### config.mk
export PLATFORM = sky130hd
export DESIGN_NAME = tetris_board_writer
export DESIGN_NICKNAME = d
export VERILOG_FILES = /design/src/rtl/tetris_board_writer.sv
export SDC_FILE = /design/constraint.sdc
export NUM_CORES = 1
export LEC_CHECK = 0
export ABC_AREA = 1
export CAP_MARGIN = 20
export CORE_MARGIN = 2
export CORE_UTILIZATION = 30
export CTS_BUF_LIST = sky130_fd_sc_hd__clkbuf_2
export CTS_CLUSTER_DIAMETER = 80
export DETAILED_ROUTE_END_ITERATION = 6
export DONT_BUFFER_PORTS = 1
export SLEW_MARGIN = 0
export SYNTH_ARGS = -nofsm -noshare
export SYNTH_HDL_FRONTEND = slang
export SYNTH_SLANG_ARGS = --single-unit
### constraint.sdc
create_clock -name clk -period 4.2 [get_ports clk]
set_input_delay 0.84 -clock clk [delete_from_list [all_inputs] [get_ports clk]]
set_output_delay 0.84 -clock clk [all_outputs]
set_load 0.02 [all_outputs]
### src/rtl/tetris_board_writer.sv
// tetris_board_writer: spawns tetrominoes into the 10x20 board RAM during vblank, with collision check and full clear.
module tetris_board_writer #(
    parameter int BOARD_W = 10,
    parameter int BOARD_H = 20,
    parameter int ADDR_W  = 8
) (
    input  logic              clk,
    input  logic              rst,
    input  logic              vblank,
    input  logic              piece_valid,
    output logic              piece_ready,
    input  logic [2:0]        piece_type,
    input  logic [3:0]        piece_x,
    input  logic [4:0]        piece_y,
    input  logic              clear_req,
    output logic              rd_en,
    output logic [ADDR_W-1:0] rd_addr,
    input  logic [2:0]        rd_data,
    output logic              wr_en,
    output logic [ADDR_W-1:0] wr_addr,
    output logic [2:0]        wr_data,
    output logic              done,
    output logic [1:0]        status
);
    typedef enum logic [2:0] {IDLE, WAIT_VB, CHECK, EVAL, WRITE, CLEAR, DONE} state_t;
    // one octal digit per cell, cell 3 first: digit = {dy, dx[1:0]}
    localparam logic [11:0] SHAPES [8] = '{12'o3210, 12'o5410, 12'o5210, 12'o5421,
                                          12'o6510, 12'o6540, 12'o6542, 12'o0000};
    localparam logic [4:0]        X_MAX = 5'(BOARD_W - 1);
    localparam logic [5:0]        Y_MAX = 6'(BOARD_H - 1);
    localparam logic [ADDR_W-1:0] LAST  = ADDR_W'(BOARD_W * BOARD_H - 1);

    state_t            state;
    logic [2:0]        ptype;
    logic [3:0]        px;
    logic [4:0]        py;
    logic              clr;
    logic              coll;
    logic [1:0]        k;
    logic [11:0]       shape;
    logic [4:0]        cx   [4];
    logic [5:0]        cy   [4];
    logic [ADDR_W-1:0] addr [4];
    logic [3:0]        bad;
    logic              oob;

    assign shape = SHAPES[ptype];

    for (genvar i = 0; i < 4; i++) begin : g_cell
        assign cx[i]   = {1'b0, px} + {3'b0, shape[3*i +: 2]};
        assign cy[i]   = {1'b0, py} + {5'b0, shape[3*i+2]};
        assign addr[i] = ADDR_W'(cy[i]) * ADDR_W'(BOARD_W) + ADDR_W'(cx[i]);
        assign bad[i]  = (cx[i] > X_MAX) || (cy[i] > Y_MAX);
    end

    assign oob         = (ptype == 3'd7) || (|bad);
    assign piece_ready = (state == IDLE) && !clear_req;

    always_ff @(posedge clk or negedge rst) begin
        if (!rst) begin
            state   <= IDLE;
            ptype   <= '0;
            px      <= '0;
            py      <= '0;
            clr     <= 1'b0;
            coll    <= 1'b0;
            k       <= '0;
            rd_en   <= 1'b0;
            rd_addr <= '0;
            wr_en   <= 1'b0;
            wr_addr <= '0;
            wr_data <= '0;
            done    <= 1'b0;
            status  <= 2'b00;
        end else begin
            case (state)
                IDLE: begin
                    if (clear_req) begin
                        clr   <= 1'b1;
                        state <= WAIT_VB;
                    end else if (piece_valid) begin
                        clr   <= 1'b0;
                        ptype <= piece_type;
                        px    <= piece_x;
                        py    <= piece_y;
                        state <= WAIT_VB;
                    end
                end
                WAIT_VB: begin
                    if (clr) begin
                        if (vblank) begin
                            wr_en   <= 1'b1;
                            wr_addr <= '0;
                            wr_data <= '0;
                            state   <= CLEAR;
                        end
                    end else if (oob) begin
                        done   <= 1'b1;
                        status <= 2'b10;
                        state  <= DONE;
                    end else if (vblank) begin
                        rd_en   <= 1'b1;
                        rd_addr <= addr[0];
                        k       <= '0;
                        coll    <= 1'b0;
                        state   <= CHECK;
                    end
                end
                CHECK: begin
                    // read data trails the address by one cycle, so cycle 0 carries nothing
                    coll <= coll | ((k != 2'd0) && (rd_data != 3'd0));
                    if (k == 2'd3) begin
                        rd_en <= 1'b0;
                        state <= EVAL;
                    end else begin
                        rd_addr <= addr[k + 2'd1];
                        k       <= k + 2'd1;
                    end
                end
                EVAL: begin
                    if (coll || (rd_data != 3'd0)) begin
                        done   <= 1'b1;
                        status <= 2'b01;
                        state  <= DONE;
                    end else begin
                        wr_en   <= 1'b1;
                        wr_addr <= addr[0];
                        wr_data <= ptype + 3'd1;
                        k       <= '0;
                        state   <= WRITE;
                    end
                end
                WRITE: begin
                    if (k == 2'd3) begin
                        wr_en  <= 1'b0;
                        done   <= 1'b1;
                        status <= 2'b00;
                        state  <= DONE;
                    end else begin
                        wr_addr <= addr[k + 2'd1];
                        k       <= k + 2'd1;
                    end
                end
                CLEAR: begin
                    if (wr_addr == LAST) begin
                        wr_en  <= 1'b0;
                        done   <= 1'b1;
                        status <= 2'b11;
                        state  <= DONE;
                    end else begin
                        wr_addr <= wr_addr + 1'b1;
                    end
                end
                DONE: begin
                    done  <= 1'b0;
                    state <= IDLE;
                end
                default: state <= IDLE;
            endcase
        end
    end
endmodule

* Word level (Yosys, flattened, before mapping)
Memory sizes are Yosys's and may differ from the RTL's.
Index checks and enable logic that the tools add are counted.
** Word-level totals
- Output and inout bits :: 25
- Memories :: 1
- Register bits after elaboration :: 43
- Word-level logic and storage cells :: 169
- Input port bits :: 20
- ROM bits :: 96
** Cells by class
- Reductions and logical operators :: 32
- Add/subtract/negate cells :: 15
- Order comparisons :: 10
- Bitwise logic cells :: 4
- Multiply operators :: 4
- Muxes and demuxes :: 63
- Equality and inequality tests :: 26
** Memories
- (name not given) :: depth 8, width 12, rd ports 1, clocked after memory_dff 0, wr ports 0, line 47 : assign shape = SHAPES[ptype];
** Operators by type and width (number)
- $mux 8 :: 10
- $mux 3 :: 12
- $reduce_and 6->1 :: 6
- $add 8x5->8 :: 4
- $pmux 8 s4 :: 1
- $mul 6x3->7 const B :: 4
- $ne 2x2->1 const B :: 14
- $add 5x1->6 :: 4
- $gt 6x5->1 const B :: 4
- $mux 12 :: 2
- $mux 2 :: 11
- $add 4x2->5 :: 4
- $gt 5x4->1 const B :: 4
- $pmux 3 s6 :: 1
- $mux 1 :: 17
- $bmux 8 s2 :: 1
- $pmux 8 s2 :: 1
- $eq 3x3->1 const B :: 4
- $reduce_and 5->1 :: 2
- $ne 3x3->1 const B :: 3
- $add 8x1->8 const B :: 1
- $eq 8x8->1 const B :: 1
- $pmux 2 s4 :: 1
- $reduce_and 4->1 :: 2
- other kinds (28) :: 40

* Depth between registers and ports, before layout
Gate-level depths: netlist of the first run.
- Word-level depth :: 12
- Mapped depth :: 25
- Gate-level depth less buffers :: 25

* Least setup slack after synthesis of the first run
No wires, ideal clock.
- Path kind :: register to register
- Start point :: register ptype[0]
- End point :: register wr_addr[5]
- Path slack :: 0.891 ns
- Library setup time :: 0.117 ns
- Required time :: 4.083 ns
- Arrival time :: 3.192 ns
- Buffers on the path :: 0
- Stages on the path, launching flop included :: 21
- Clock period less this slack :: 3.309 ns
- Cells stage by stage :: dfrtp_1 > inv_1 > ha_1 > nand2_1 > inv_1 > ha_1 > ha_1 > xnor2_1 > inv_1 > ha_1 > ha_1 > ha_1 > a21oi_1 > nand2_1 > or2_2 > a21oi_1 > o21ai_0 > nand3_1 > o211ai_1 > nand2_1 > nand2_1
** On the way
- Word-level cells in the longest chain between the ends :: 12
- Elaborated cells between the ends (all ways) :: 26
- Those cells by class :: add/sub: 12; mul: 4; mux: 8; bitwise: 1; memory: 1
** Ends and longest elaborated chain
- start: declaration :: line 34 : logic [2:0] ptype;
- start signal: assignment :: line 83 : ptype <= piece_type;
- $not 3->4 (implied by the code) * :: line 47
- $mem_v2 8x12 *
- $mux 12 (implied by the code) * (2 in a row) :: line 47
- $add 5x1->6 :: line 51 : assign cy[i] = {1'b0, py} + {5'b0, shape[3*i+2]};
- $mul 6x3->7 :: line 52 : assign addr[i] = ADDR_W'(cy[i]) * ADDR_W'(BOARD_W) + ADDR_W'(cx[i]);
- $add 8x5->8 :: line 52
- $bmux 8 s2 :: line 140 : wr_addr <= addr[k + 2'd1];
- $mux 8 (implied by the code) (2 in a row) :: line 140
- $mux 8 :: line 134 : if (k == 2'd3) begin
- $pmux 8 s4 * :: line 76 : case (state)
- end signal: assignment :: line 127 : wr_addr <= addr[0];
- end signal: assignment :: line 140
- end signal: assignment :: line 151 : wr_addr <= wr_addr + 1'b1;
- end: declaration :: line 20 : output logic [ADDR_W-1:0] wr_addr,
Every way passes the cells marked *; elsewhere a longest branch is shown, timed or not. The select of a mux whose other input is x is not followed.
A chain may end at the register's enable or synchronous reset.

* Final worst setup path of the first run
Ends and elaborated chain as after synthesis.

==> results_tabular.tex, run 1 <==
\begin{tabular}{lr}
\hline
Metric & Value \\
\hline
\multicolumn{2}{l}{\textbf{Status}} \\
Run status & complete, no violations \\
\multicolumn{2}{l}{\textbf{Synth}} \\
Portion of the post-synthesis area used by sequential elements & 21.6\% \\
Count of cell types in the netlist & 40 \\
Total of warnings raised by yosys & 0 \\
Post-Synth Simple-Gate Area & 32.3\% \\
Post-synthesis compound-gate area fraction & 10.4\% \\
Main combinational cell family by area after synthesis & simple AND/OR/NAND/NOR gates \\
Primary FF master, synth & sky130\_fd\_sc\_hd\_\_dfrtp\_1 \\
Synthesis-stage register bit count & 43 \\
Post-synthesis mux area share & 0.905\% \\
Mapped cell area & 4980 sq um \\
Count of flip-flops with a built-in enable after synthesis & 0 \\
Post-synthesis area per instance & 6.91 sq um \\
Syn\_nets & 819 \\
Gate count after technology mapping & 720 \\
XOR/XNOR Fraction of Synth Area & 3.47\% \\
Share of flip-flops with an asynchronous set or reset & 100\% \\
Fraction of the mapped netlist area in adder cells & 21.7\% \\
\multicolumn{2}{l}{\textbf{Final layout}} \\
Final Net Count & 817 \\
Fraction of layout cells with a size suffix above 1 & 6.41\% \\
Area growth syn-to-layout & 5.55\% \\
Number of inserted diodes & 0 \\
Most frequent cells in the layout & sky130\_fd\_sc\_hd\_\_nand2\_1, sky130\_fd\_sc\_hd\_\_inv\_1, sky130\_fd\_sc\_hd\_\_nand3\_1 \\
Number of fill cells & 1,792 \\
Leading cell type in the layout, fill and taps excluded & sky130\_fd\_sc\_hd\_\_nand2\_1 \\
\multicolumn{2}{l}{\textbf{Timing}} \\
Number of endpoints failing setup at the final stage & 0 \\
Top achievable clock speed & 0.267 GHz \\
Worst Clk Skew & 0.0177 ns \\
Aggregate negative setup slack & 0 ns \\
Period utilisation layout & 89.0\% \\
Final Hold Violating Endpoints & 0 \\
Slew HR & 50.9\% \\
Measured slew at the worst slew-check pin & 0.735 ns \\
Final Slew Violations & 0 \\
Final critical-path required period & 3.74 ns \\
RSZ-0062 raised after global routing & false \\
\multicolumn{2}{l}{\textbf{Critical path}} \\
Crit path max-delay cell type & sky130\_fd\_sc\_hd\_\_dfrtp\_1 \\
Data required time of the critical path & 4.60 ns \\
Worst EP arrival & 4.14 ns \\
Largest stage delay, worst path & 0.46 ns \\
Setup crit end kind & register \\
Kind of critical path & reg2reg \\
Startpoint class of the critical path & register \\
Worst R2R Setup Slack & 0.46 ns \\
Dominant cell type by count on the critical path & sky130\_fd\_sc\_hd\_\_ha\_1 \\
Cell-by-cell trace of the critical path & inv\_1 > ha\_1 > nand2\_1 > inv\_1 > ha\_1 > ha\_1 > xnor2\_1 > inv\_1 > ha\_1 > ha\_1 > ha\_1 > a21oi\_1 > nand2\_1 > or2\_2 > a21oi\_1 > o21ai\_0 > nand3\_1 > o211ai\_1 > nand2\_1 > nand2\_1 \\
Crit Path Max Fanout & 5 \\
\multicolumn{2}{l}{\textbf{Clocking}} \\
Clock slew at reported path FFs & 0.23 ns \\
Clock network latency to the later pin of the worst-skew pair & 0.47 ns \\
CTS hold repair buffers & 1 \\
Sink count of the clock tree & 43 \\
CTS tree & done \\
Buffer count from post-CTS setup fixing & 0 \\
Resize count post-CTS & 0 \\
Cts bufs inserted & 5 \\
Clock Tree Buf Depth & 2 \\
H-tree depth & 2 \\
Master cell of the clock root buffer & sky130\_fd\_sc\_hd\_\_clkbuf\_2 \\
\multicolumn{2}{l}{\textbf{Global routing}} \\
First-pass GRT wire length & 22,000 um \\
Remaining Overflow, GRT & 0 \\
Combined global-route utilization of all metal layers & 15.4\% \\
Pin count of the biggest net entering global routing & 44 \\
Antenna violations before repair & 0 \\
Via count of the first global-routing pass & 4,441 \\
\multicolumn{2}{l}{\textbf{Floorplan}} \\
Die W & 133 um \\
Ports placed on the boundary & 45 \\
Number of placement rows & 47 \\
Die H & 133 um \\
Standard cell core area & 16,400 sq um \\
Overall die area & 17,600 sq um \\
Starting Density & 30.3\% \\
\multicolumn{2}{l}{\textbf{Drt}} \\
Post-detailed-route count of antenna-violating nets & 0 \\
Final routed DRC violation total & 0 \\
Post-detailed-routing wire length & 12,800 um \\
DRC violation total after the first TritonRoute iteration & 253 \\
Number of optimization iterations in the first detailed-route pass & 5 \\
Total via count after detailed routing & 4,527 \\
Routed WL per cell & 13.7 um \\
Per-cell via count in the routed design & 4.83 \\
\multicolumn{2}{l}{\textbf{Place}} \\
HPWL after DPL & 10,500 um \\
Global placer's final weighted congestion & 0.852 \\
Buffers on Ports & 0 \\
\multicolumn{2}{l}{\textbf{Min path}} \\
Path category of the worst min-delay check & in2async \\
\multicolumn{2}{l}{\textbf{Run}} \\
Max-capacitance violation count & 0 \\
\hline
\end{tabular}
critical path, delay by kind of cell, from the launching register on:
| family | cells | cell delay, ns |
|---|---|---|
| buffers and inverters | 3 | 0.26 |
| adders and majority gates | 6 | 1.59 |
| xor gates and xnor gates | 1 | 0.21 |
| DFF | 1 | 0.46 |
| and+or+nand+nor | 6 | 0.68 |
| AOI/OAI and AO/OA | 4 | 0.46 |
Yosys cell counts (all sizes together) (2+ instances only):
library cell / number / area [sq um]
xnor2: 10 / 87.6
clkbuf: 5 / 18.8
o21ai: 44 / 220
nand2: 207 / 792
nand3: 77 / 408
o311ai: 2 / 17.5
buf: 8 / 63.8
nand3b: 3 / 22.5
dfrtp: 43 / 1080
fa: 12 / 240
nor2: 56 / 257
nand4: 8 / 50.1
a21oi: 31 / 155
xor2: 8 / 85.1
clkinv: 3 / 11.3
o211ai: 9 / 67.6
ha: 67 / 838
inv: 102 / 385
nor3: 6 / 30.0
mux2: 4 / 45.0
a32o: 2 / 20.0
or2: 7 / 43.8
worst paths after layout:
kind                              end  cells past startpoint  startpoint
hold reg to reg                  coll                      1        coll
setup / recovery           wr_addr[5]                     20    ptype[0]
min in group clk                  clr                      2   clear_req
max in group asynchronous       py[3]                      1         rst
setup reg to reg           wr_addr[5]                     20    ptype[0]
hold / removal             wr_addr[6]                      1         rst
stage by stage:
| stage | hold WS, ns | cell area [sq um] | utilization (%) | std cells | worst slack (ns) |
|---|---|---|---|---|---|
| finish | 0.169 | 5260 | 32.0 | 938 | 0.460 |
| global route | 0.133 | 5260 | 32.0 | 938 | 0.0927 |
| CTS | 0.136 | 5260 | 32.0 | 938 | 0.463 |
| detailed placement | 0.488 | 5190 | 31.7 | 930 | 0.486 |
| global placement | 0.488 | 5190 | 31.7 | 930 | 0.526 |
| floorplan | 0.466 | 4980 | - | 720 | 0.891 |
flip-flops by register name (all words and copies together), names as in the netlist:
signal,cells
state,3
py,5
rd_addr,8
k,2
px,4
done,1
ptype,3
coll,1
wr_addr,8
rd_en,1
wr_data,3
clr,1
wr_en,1
status,2
final cells by class:
class                      instances  area [sq um]  area share, %
clock buffer                       5          25.0          0.476
sequential                        43          1080           20.5
tap                              220           275           5.24
timing repair buffer               4          50.0          0.952
multi-input combinational        559          3420           65.1
clock inverter                     2          8.76          0.167
inverter                         105           397           7.55
per-layer routing:
metal  vias up  wire (um)  track usage, %  share of wire [%]
met2        88       5720            24.3                 45
met1      2079       6160            21.1                 48
met5         -          0               0                  0
met4         0        298            4.78                2.3
met3        22        664            3.18                5.2
li1       2338          -               -                  -
kinds of logic (layout without fill, tap and decap cells):
logic type / count (synthesis) / after routing
buf+inv: 118 / 116
flops: 43 / 43
mux: 4 / 4
fa+ha+maj: 79 / 79
simple gates: 365 / 365
compound gates: 93 / 93
xor+xnor: 18 / 18
Power of run 1 is not shown: default switching activity piles up to over one toggle a cycle in this logic, so the estimate is an artifact.
==> run 2, diff against run 1 <==
ABC_AREA = default   (was 1)
CORE_UTILIZATION = 38   (was 30)
CTS_BUF_LIST = default   (was sky130_fd_sc_hd__clkbuf_2)
==> run 2 against run 1 <==
- sequential cell count stayed put
- non-clock buffer count is 13 higher
- register-to-register slack got worse by 0.27 ns
- die area down 22%
- critical endpoint is now wr_addr[7]
- highest routed layer unchanged
- hold slack improved by 0.066 ns
- area after synthesis shrank 2.1%
==> results_tabular.tex, run 2 <==
\begin{tabular}{lr}
\hline
Metric & Value \\
\hline
\multicolumn{2}{l}{\textbf{Status}} \\
Run status & complete, no violations \\
\multicolumn{2}{l}{\textbf{Synth}} \\
XOR/XNOR Fraction of Synth Area & 9.84\% \\
Total of warnings raised by yosys & 0 \\
Post-Synth Simple-Gate Area & 15.6\% \\
Portion of the post-synthesis area used by sequential elements & 22.1\% \\
Synthesis-stage register bit count & 43 \\
Fraction of the mapped netlist area in adder cells & 22.1\% \\
Share of flip-flops with an asynchronous set or reset & 100\% \\
Primary FF master, synth & sky130\_fd\_sc\_hd\_\_dfrtp\_1 \\
Post-synthesis mux area share & 6.96\% \\
Count of cell types in the netlist & 66 \\
Post-synth top area share & 22.1\% \\
Synth area leaders & sky130\_fd\_sc\_hd\_\_dfrtp\_1, sky130\_fd\_sc\_hd\_\_ha\_1, sky130\_fd\_sc\_hd\_\_xnor2\_1 \\
Post-synthesis compound-gate area fraction & 18.2\% \\
Count of flip-flops with a built-in enable after synthesis & 0 \\
Gate count after technology mapping & 549 \\
Mapped cell area & 4870 sq um \\
Main combinational cell family by area after synthesis & adder cells \\
Syn\_nets & 648 \\
Most numerous cell types in the synthesized netlist & sky130\_fd\_sc\_hd\_\_ha\_1, sky130\_fd\_sc\_hd\_\_nand2\_1, sky130\_fd\_sc\_hd\_\_dfrtp\_1 \\
Biggest area consumer among synthesized cells & sky130\_fd\_sc\_hd\_\_dfrtp\_1 \\
Most common cell in the synthesized netlist & sky130\_fd\_sc\_hd\_\_ha\_1 \\
Post-synthesis area per instance & 8.87 sq um \\
\multicolumn{2}{l}{\textbf{Final layout}} \\
Area growth syn-to-layout & 10.6\% \\
Leading cell type in the layout, fill and taps excluded & sky130\_fd\_sc\_hd\_\_ha\_1 \\
Final Net Count & 648 \\
Number of inserted diodes & 0 \\
Fraction of layout cells with a size suffix above 1 & 14.0\% \\
Most frequent cells in the layout & sky130\_fd\_sc\_hd\_\_ha\_1, sky130\_fd\_sc\_hd\_\_nand2\_1, sky130\_fd\_sc\_hd\_\_dfrtp\_1 \\
Final Cell Area & 5390 sq um \\
Largest registers in the final layout & rd\_addr: 8 flops, wr\_addr: 8 flops, py: 5 flops \\
\multicolumn{2}{l}{\textbf{Clocking}} \\
Master cell of the clock root buffer & sky130\_fd\_sc\_hd\_\_clkbuf\_16 \\
Clock Tree Buf Depth & 2 \\
CTS tree & done \\
H-tree depth & 2 \\
Buffer count from post-CTS setup fixing & 0 \\
Clock network latency to the later pin of the worst-skew pair & 0.30 ns \\
Sink count of the clock tree & 43 \\
Cts bufs inserted & 5 \\
Clock slew at reported path FFs & 0.07 ns \\
\multicolumn{2}{l}{\textbf{Floorplan}} \\
Die H & 117 um \\
Number of placement rows & 41 \\
Ports placed on the boundary & 45 \\
Overall die area & 13,700 sq um \\
Standard cell core area & 12,600 sq um \\
Die W & 117 um \\
Starting Density & 38.8\% \\
\multicolumn{2}{l}{\textbf{Drt}} \\
Per-cell via count in the routed design & 5.62 \\
Sum of met3 wire segment lengths after detailed routing & 689 um \\
Met2 WL & 5950 um \\
Number of optimization iterations in the first detailed-route pass & 4 \\
Uppermost layer routed & met4 \\
Routed WL per cell & 17.6 um \\
DRC violation total after the first TritonRoute iteration & 216 \\
Routed metal-1 wirelength & 5940 um \\
Post-detailed-routing wire length & 12,700 um \\
Total via count after detailed routing & 4,055 \\
Post-detailed-route count of antenna-violating nets & 0 \\
Final routed DRC violation total & 0 \\
\multicolumn{2}{l}{\textbf{Place}} \\
Global placer's final weighted congestion & 0.867 \\
Buffers on Ports & 0 \\
Placed instance area & 5100 sq um \\
HPWL after DPL & 10,100 um \\
\multicolumn{2}{l}{\textbf{Timing}} \\
Measured slew at the worst slew-check pin & 0.971 ns \\
Final Hold Violating Endpoints & 0 \\
Top achievable clock speed & 0.250 GHz \\
Slew HR & 34.7\% \\
Final critical-path required period & 4.01 ns \\
Period utilisation layout & 95.4\% \\
Worst Clk Skew & 0.00934 ns \\
Number of endpoints failing setup at the final stage & 0 \\
Final Slew Violations & 0 \\
\multicolumn{2}{l}{\textbf{Critical path}} \\
Startpoint class of the critical path & register \\
Crit path max-delay cell type & sky130\_fd\_sc\_hd\_\_fa\_2 \\
Dominant cell type by count on the critical path & sky130\_fd\_sc\_hd\_\_ha\_1 \\
Largest stage delay, worst path & 0.62 ns \\
Crit Path Max Fanout & 5 \\
Setup crit end kind & register \\
Worst EP arrival & 4.18 ns \\
Kind of critical path & reg2reg \\
Cell-by-cell trace of the critical path & buf\_4 > ha\_1 > nor2\_2 > a21o\_1 > ha\_1 > ha\_1 > nand3\_1 > xnor2\_2 > ha\_1 > fa\_2 > inv\_1 > a2111oi\_2 > xnor2\_1 > xnor2\_1 > o22ai\_2 > nor3\_1 > o21ai\_0 \\
Data required time of the critical path & 4.37 ns \\
\multicolumn{2}{l}{\textbf{Global routing}} \\
Combined global-route utilization of all metal layers & 18.7\% \\
Antenna violations before repair & 0 \\
First-pass GRT wire length & 20,000 um \\
Pin count of the biggest net entering global routing & 44 \\
Remaining Overflow, GRT & 0 \\
Via count of the first global-routing pass & 3,890 \\
\multicolumn{2}{l}{\textbf{Min path}} \\
Path category of the worst min-delay check & in2async \\
\multicolumn{2}{l}{\textbf{Run}} \\
Max-capacitance violation count & 0 \\
\hline
\end{tabular}
run 2: cell types whose count changed after synthesis, moves of 11 or more:
cell | previous run | this run
sky130_fd_sc_hd__a21o_1 | 1 | 15
sky130_fd_sc_hd__nor2_1 | 49 | 35
sky130_fd_sc_hd__xnor2_1 | 10 | 31
sky130_fd_sc_hd__nand3_1 | 74 | 18
sky130_fd_sc_hd__inv_1 | 95 | 37
sky130_fd_sc_hd__mux2_2 | 4 | 15
sky130_fd_sc_hd__clkbuf_1 | 5 | 17
sky130_fd_sc_hd__nand2_1 | 201 | 48
sky130_fd_sc_hd__xor2_1 | 6 | 18
run 2: repair_timing:
action                                  CTS  global route
hold buffers                              0             0
gates resized for setup                   2            25
pin swaps                                 0             6
endpoints found under the setup margin    2             2
run 2: path summary, 6_finish.rpt:
check / from / end / slack [ns] / depth (start not counted)
setup / recovery: ptype[0] / wr_addr[7] / 0.19 / 17
hold / removal: rst / wr_addr[4] / 0.24 / 0
setup reg to reg: ptype[0] / wr_addr[7] / 0.19 / 17
hold reg to reg: coll / coll / 0.56 / 2
max in group asynchronous: rst / coll / 3.86 / 0
min in group clk: coll / coll / 0.56 / 2
run 2: critical path: cells and delay by family (launching register included):
kind / cells / cell delay [ns]
XOR/XNOR: 3 / 0.52
AND/OR/NAND/NOR: 3 / 0.48
flip-flops: 1 / 0.38
AO/OA/AOI/OAI: 4 / 0.60
adder cells (fa/ha/maj): 5 / 1.68
buffers and inverters: 2 / 0.24
run 2: logic make-up after synthesis:
| logic type | Yosys count |
|---|---|
| fa+ha+maj | 79 |
| xor+xnor | 51 |
| compound gates | 136 |
| flops | 43 |
| mux | 26 |
| buf+inv | 62 |
| simple gates | 152 |
run 2: routing by layer:
layer	vias to the layer above	global-route usage (%)
li1	1966	-
met1	1976	26.0
met2	103	29.9
met3	10	3.86
met4	0	4.31
met5	-	0
run 2: metrics by stage:
step                std cells  setup slack, ns  TNS (ns)  util [%]  hold slack (ns)
floorplan                 549           0.0853         0         -            0.464
global placement          714            0.142         0      40.6            0.519
detailed placement        714          -0.0318   -0.0318      40.6            0.525
CTS                       722           0.0166         0      41.8            0.231
global route              722          -0.0393   -0.0526      42.9            0.225
finish                    722            0.192         0      42.9            0.235
run 2: final cells by class:
class | instances | area (sq um)
clock buffer | 6 | 129
clock inverter | 2 | 12.5
fill | 1267 | 7180
inverter | 38 | 143
multi-input combinational | 444 | 3680
sequential | 43 | 1080
tap | 172 | 215
timing repair buffer | 17 | 128
Power of run 2 is left out for the same reason.
==> run 3, diff against run 2 <==
CELL_PAD_IN_SITES_DETAIL_PLACEMENT = 0   (was default)
CELL_PAD_IN_SITES_GLOBAL_PLACEMENT = 2   (was default)
PLACE_DENSITY_LB_ADDON = 0.1   (was default)
==> run 3 against run 2 <==
- clock skew hardly changed
- maximum frequency is 1.2% lower
- die area stayed put
- worst setup slack worse by 0.048 ns
- cell count is 1.7% higher
- highest routed layer unchanged
==> results_tabular.tex, run 3 (synthesized netlist as in run 2, its figures left out) <==
\begin{tabular}{lr}
\hline
Metric & Value \\
\hline
\multicolumn{2}{l}{\textbf{Clocking}} \\
CTS hold repair buffers & 0 \\
Clock slew at reported path FFs & 0.07 ns \\
Cts bufs inserted & 5 \\
Sink count of the clock tree & 43 \\
Clock Tree Buf Depth & 2 \\
Clock network latency to the later pin of the worst-skew pair & 0.30 ns \\
Master cell of the clock root buffer & sky130\_fd\_sc\_hd\_\_clkbuf\_16 \\
CTS tree & done \\
H-tree depth & 2 \\
\multicolumn{2}{l}{\textbf{Floorplan}} \\
Die W & 117 um \\
Die H & 117 um \\
Starting Density & 38.8\% \\
Number of placement rows & 41 \\
Overall die area & 13,700 sq um \\
Standard cell core area & 12,600 sq um \\
Ports placed on the boundary & 45 \\
\multicolumn{2}{l}{\textbf{Global routing}} \\
Pin count of the biggest net entering global routing & 44 \\
Antenna violations before repair & 0 \\
First-pass GRT wire length & 21,400 um \\
Combined global-route utilization of all metal layers & 20.6\% \\
Remaining Overflow, GRT & 0 \\
Via count of the first global-routing pass & 3,902 \\
\multicolumn{2}{l}{\textbf{Timing}} \\
Period utilisation layout & 96.6\% \\
Measured slew at the worst slew-check pin & 0.978 ns \\
Slew HR & 34.2\% \\
Aggregate negative setup slack & 0 ns \\
Post-layout worst setup margin & 0.144 ns \\
Final Hold Violating Endpoints & 0 \\
Top achievable clock speed & 0.247 GHz \\
Final Slew Violations & 0 \\
Final critical-path required period & 4.06 ns \\
Worst Clk Skew & 0.00929 ns \\
Number of endpoints failing setup at the final stage & 0 \\
\multicolumn{2}{l}{\textbf{Final layout}} \\
Largest registers in the final layout & rd\_addr: 8 flops, wr\_addr: 8 flops, py: 5 flops \\
Leading cell type in the layout, fill and taps excluded & sky130\_fd\_sc\_hd\_\_ha\_1 \\
Multi-input gate area & 3690 sq um \\
Finished Core Util & 43.6\% \\
Final Net Count & 660 \\
Final Cell Area & 5480 sq um \\
Fraction of layout cells with a size suffix above 1 & 16.5\% \\
Area growth syn-to-layout & 12.6\% \\
Number of fill cells & 1,270 \\
Number of inserted diodes & 0 \\
Most frequent cells in the layout & sky130\_fd\_sc\_hd\_\_ha\_1, sky130\_fd\_sc\_hd\_\_nand2\_1, sky130\_fd\_sc\_hd\_\_dfrtp\_1 \\
FF+latch area & 1080 sq um \\
\multicolumn{2}{l}{\textbf{Critical path}} \\
Worst EP arrival & 4.23 ns \\
Startpoint class of the critical path & register \\
Kind of critical path & reg2reg \\
Setup crit end kind & register \\
Crit Path Max Fanout & 4 \\
Data required time of the critical path & 4.37 ns \\
\multicolumn{2}{l}{\textbf{Drt}} \\
Per-cell via count in the routed design & 5.36 \\
Post-detailed-routing wire length & 13,500 um \\
Total via count after detailed routing & 3,937 \\
Post-detailed-route count of antenna-violating nets & 0 \\
Final routed DRC violation total & 0 \\
Routed WL per cell & 18.4 um \\
Number of optimization iterations in the first detailed-route pass & 5 \\
DRC violation total after the first TritonRoute iteration & 181 \\
\multicolumn{2}{l}{\textbf{Min path}} \\
Path category of the worst min-delay check & in2async \\
\multicolumn{2}{l}{\textbf{Place}} \\
HPWL after DPL & 11,000 um \\
Placed instance area & 5170 sq um \\
Pre-CTS setup slack & -0.0808 ns \\
Global placer's final weighted congestion & 0.807 \\
Buffers on Ports & 0 \\
\multicolumn{2}{l}{\textbf{Run}} \\
Max-capacitance violation count & 0 \\
\multicolumn{2}{l}{\textbf{Status}} \\
Run status & complete, no violations \\
\hline
\end{tabular}
==> run 3: routing by layer <==
metal | track usage (%) | up-vias | share of wire, %
met5 | 0 | - | 0
met4 | 4.24 | 0 | 0.74
met3 | 3.09 | 6 | 3.1
met2 | 33.6 | 64 | 48
met1 | 29.1 | 1889 | 48
li1 | - | 1978 | -
==> run 3: path summary, 6_finish.rpt <==
path	slack, ns	start	endpoint	cells past startpoint
worst max-delay path	0.14	ptype[1]	wr_addr[7]	18
worst min-delay path	0.23	rst	wr_en	0
worst max register to register	0.14	ptype[1]	wr_addr[7]	18
worst min register to register	0.53	coll	coll	2
max in group asynchronous	3.85	rst	ptype[2]	0
min in group clk	0.53	coll	coll	2
==> run 3: what timing repair did <==
item,4_1_cts,5_1_grt
gates resized for setup,5,24
buffers inserted,3,0
endpoints found under the setup margin,1,5
pin swaps,2,7
==> run 3: final cells by class <==
class                      count  share of cell area (%)
multi-input combinational    444                    67.3
sequential                    43                    19.6
inverter                      38                    2.60
tap                          172                    3.92
clock inverter                 2                   0.228
clock buffer                   6                    2.35
timing repair buffer          29                    3.97
==> run 3: worst max-delay path: stages, from the launching register on <==
cell                        delay [ns]
sky130_fd_sc_hd__dfrtp_1          0.37
sky130_fd_sc_hd__inv_1            0.10
sky130_fd_sc_hd__ha_4             0.28
sky130_fd_sc_hd__and2_1           0.14
sky130_fd_sc_hd__ha_2             0.18
sky130_fd_sc_hd__buf_4            0.12
sky130_fd_sc_hd__nand3_2          0.10
sky130_fd_sc_hd__xnor2_2          0.22
sky130_fd_sc_hd__ha_1             0.27
sky130_fd_sc_hd__ha_2             0.20
sky130_fd_sc_hd__fa_1             0.55
sky130_fd_sc_hd__inv_1            0.07
sky130_fd_sc_hd__a2111oi_4        0.28
sky130_fd_sc_hd__buf_4            0.16
sky130_fd_sc_hd__xnor3_1          0.30
sky130_fd_sc_hd__nor2_1           0.10
sky130_fd_sc_hd__and3b_2          0.24
sky130_fd_sc_hd__nor3_2           0.15
sky130_fd_sc_hd__o21ai_0          0.10
==> run 3: stage by stage <==
| step | hold WS (ns) | cells |
|---|---|---|
| 2_1_floorplan | 0.464 | 549 |
| 5_1_grt | 0.212 | 734 |
| 4_1_cts | 0.223 | 734 |
| 6_report | 0.233 | 734 |
| 3_5_place_dp | 0.517 | 723 |
| 3_3_place_gp | 0.500 | 723 |
Power of run 3 is left out for the same reason.
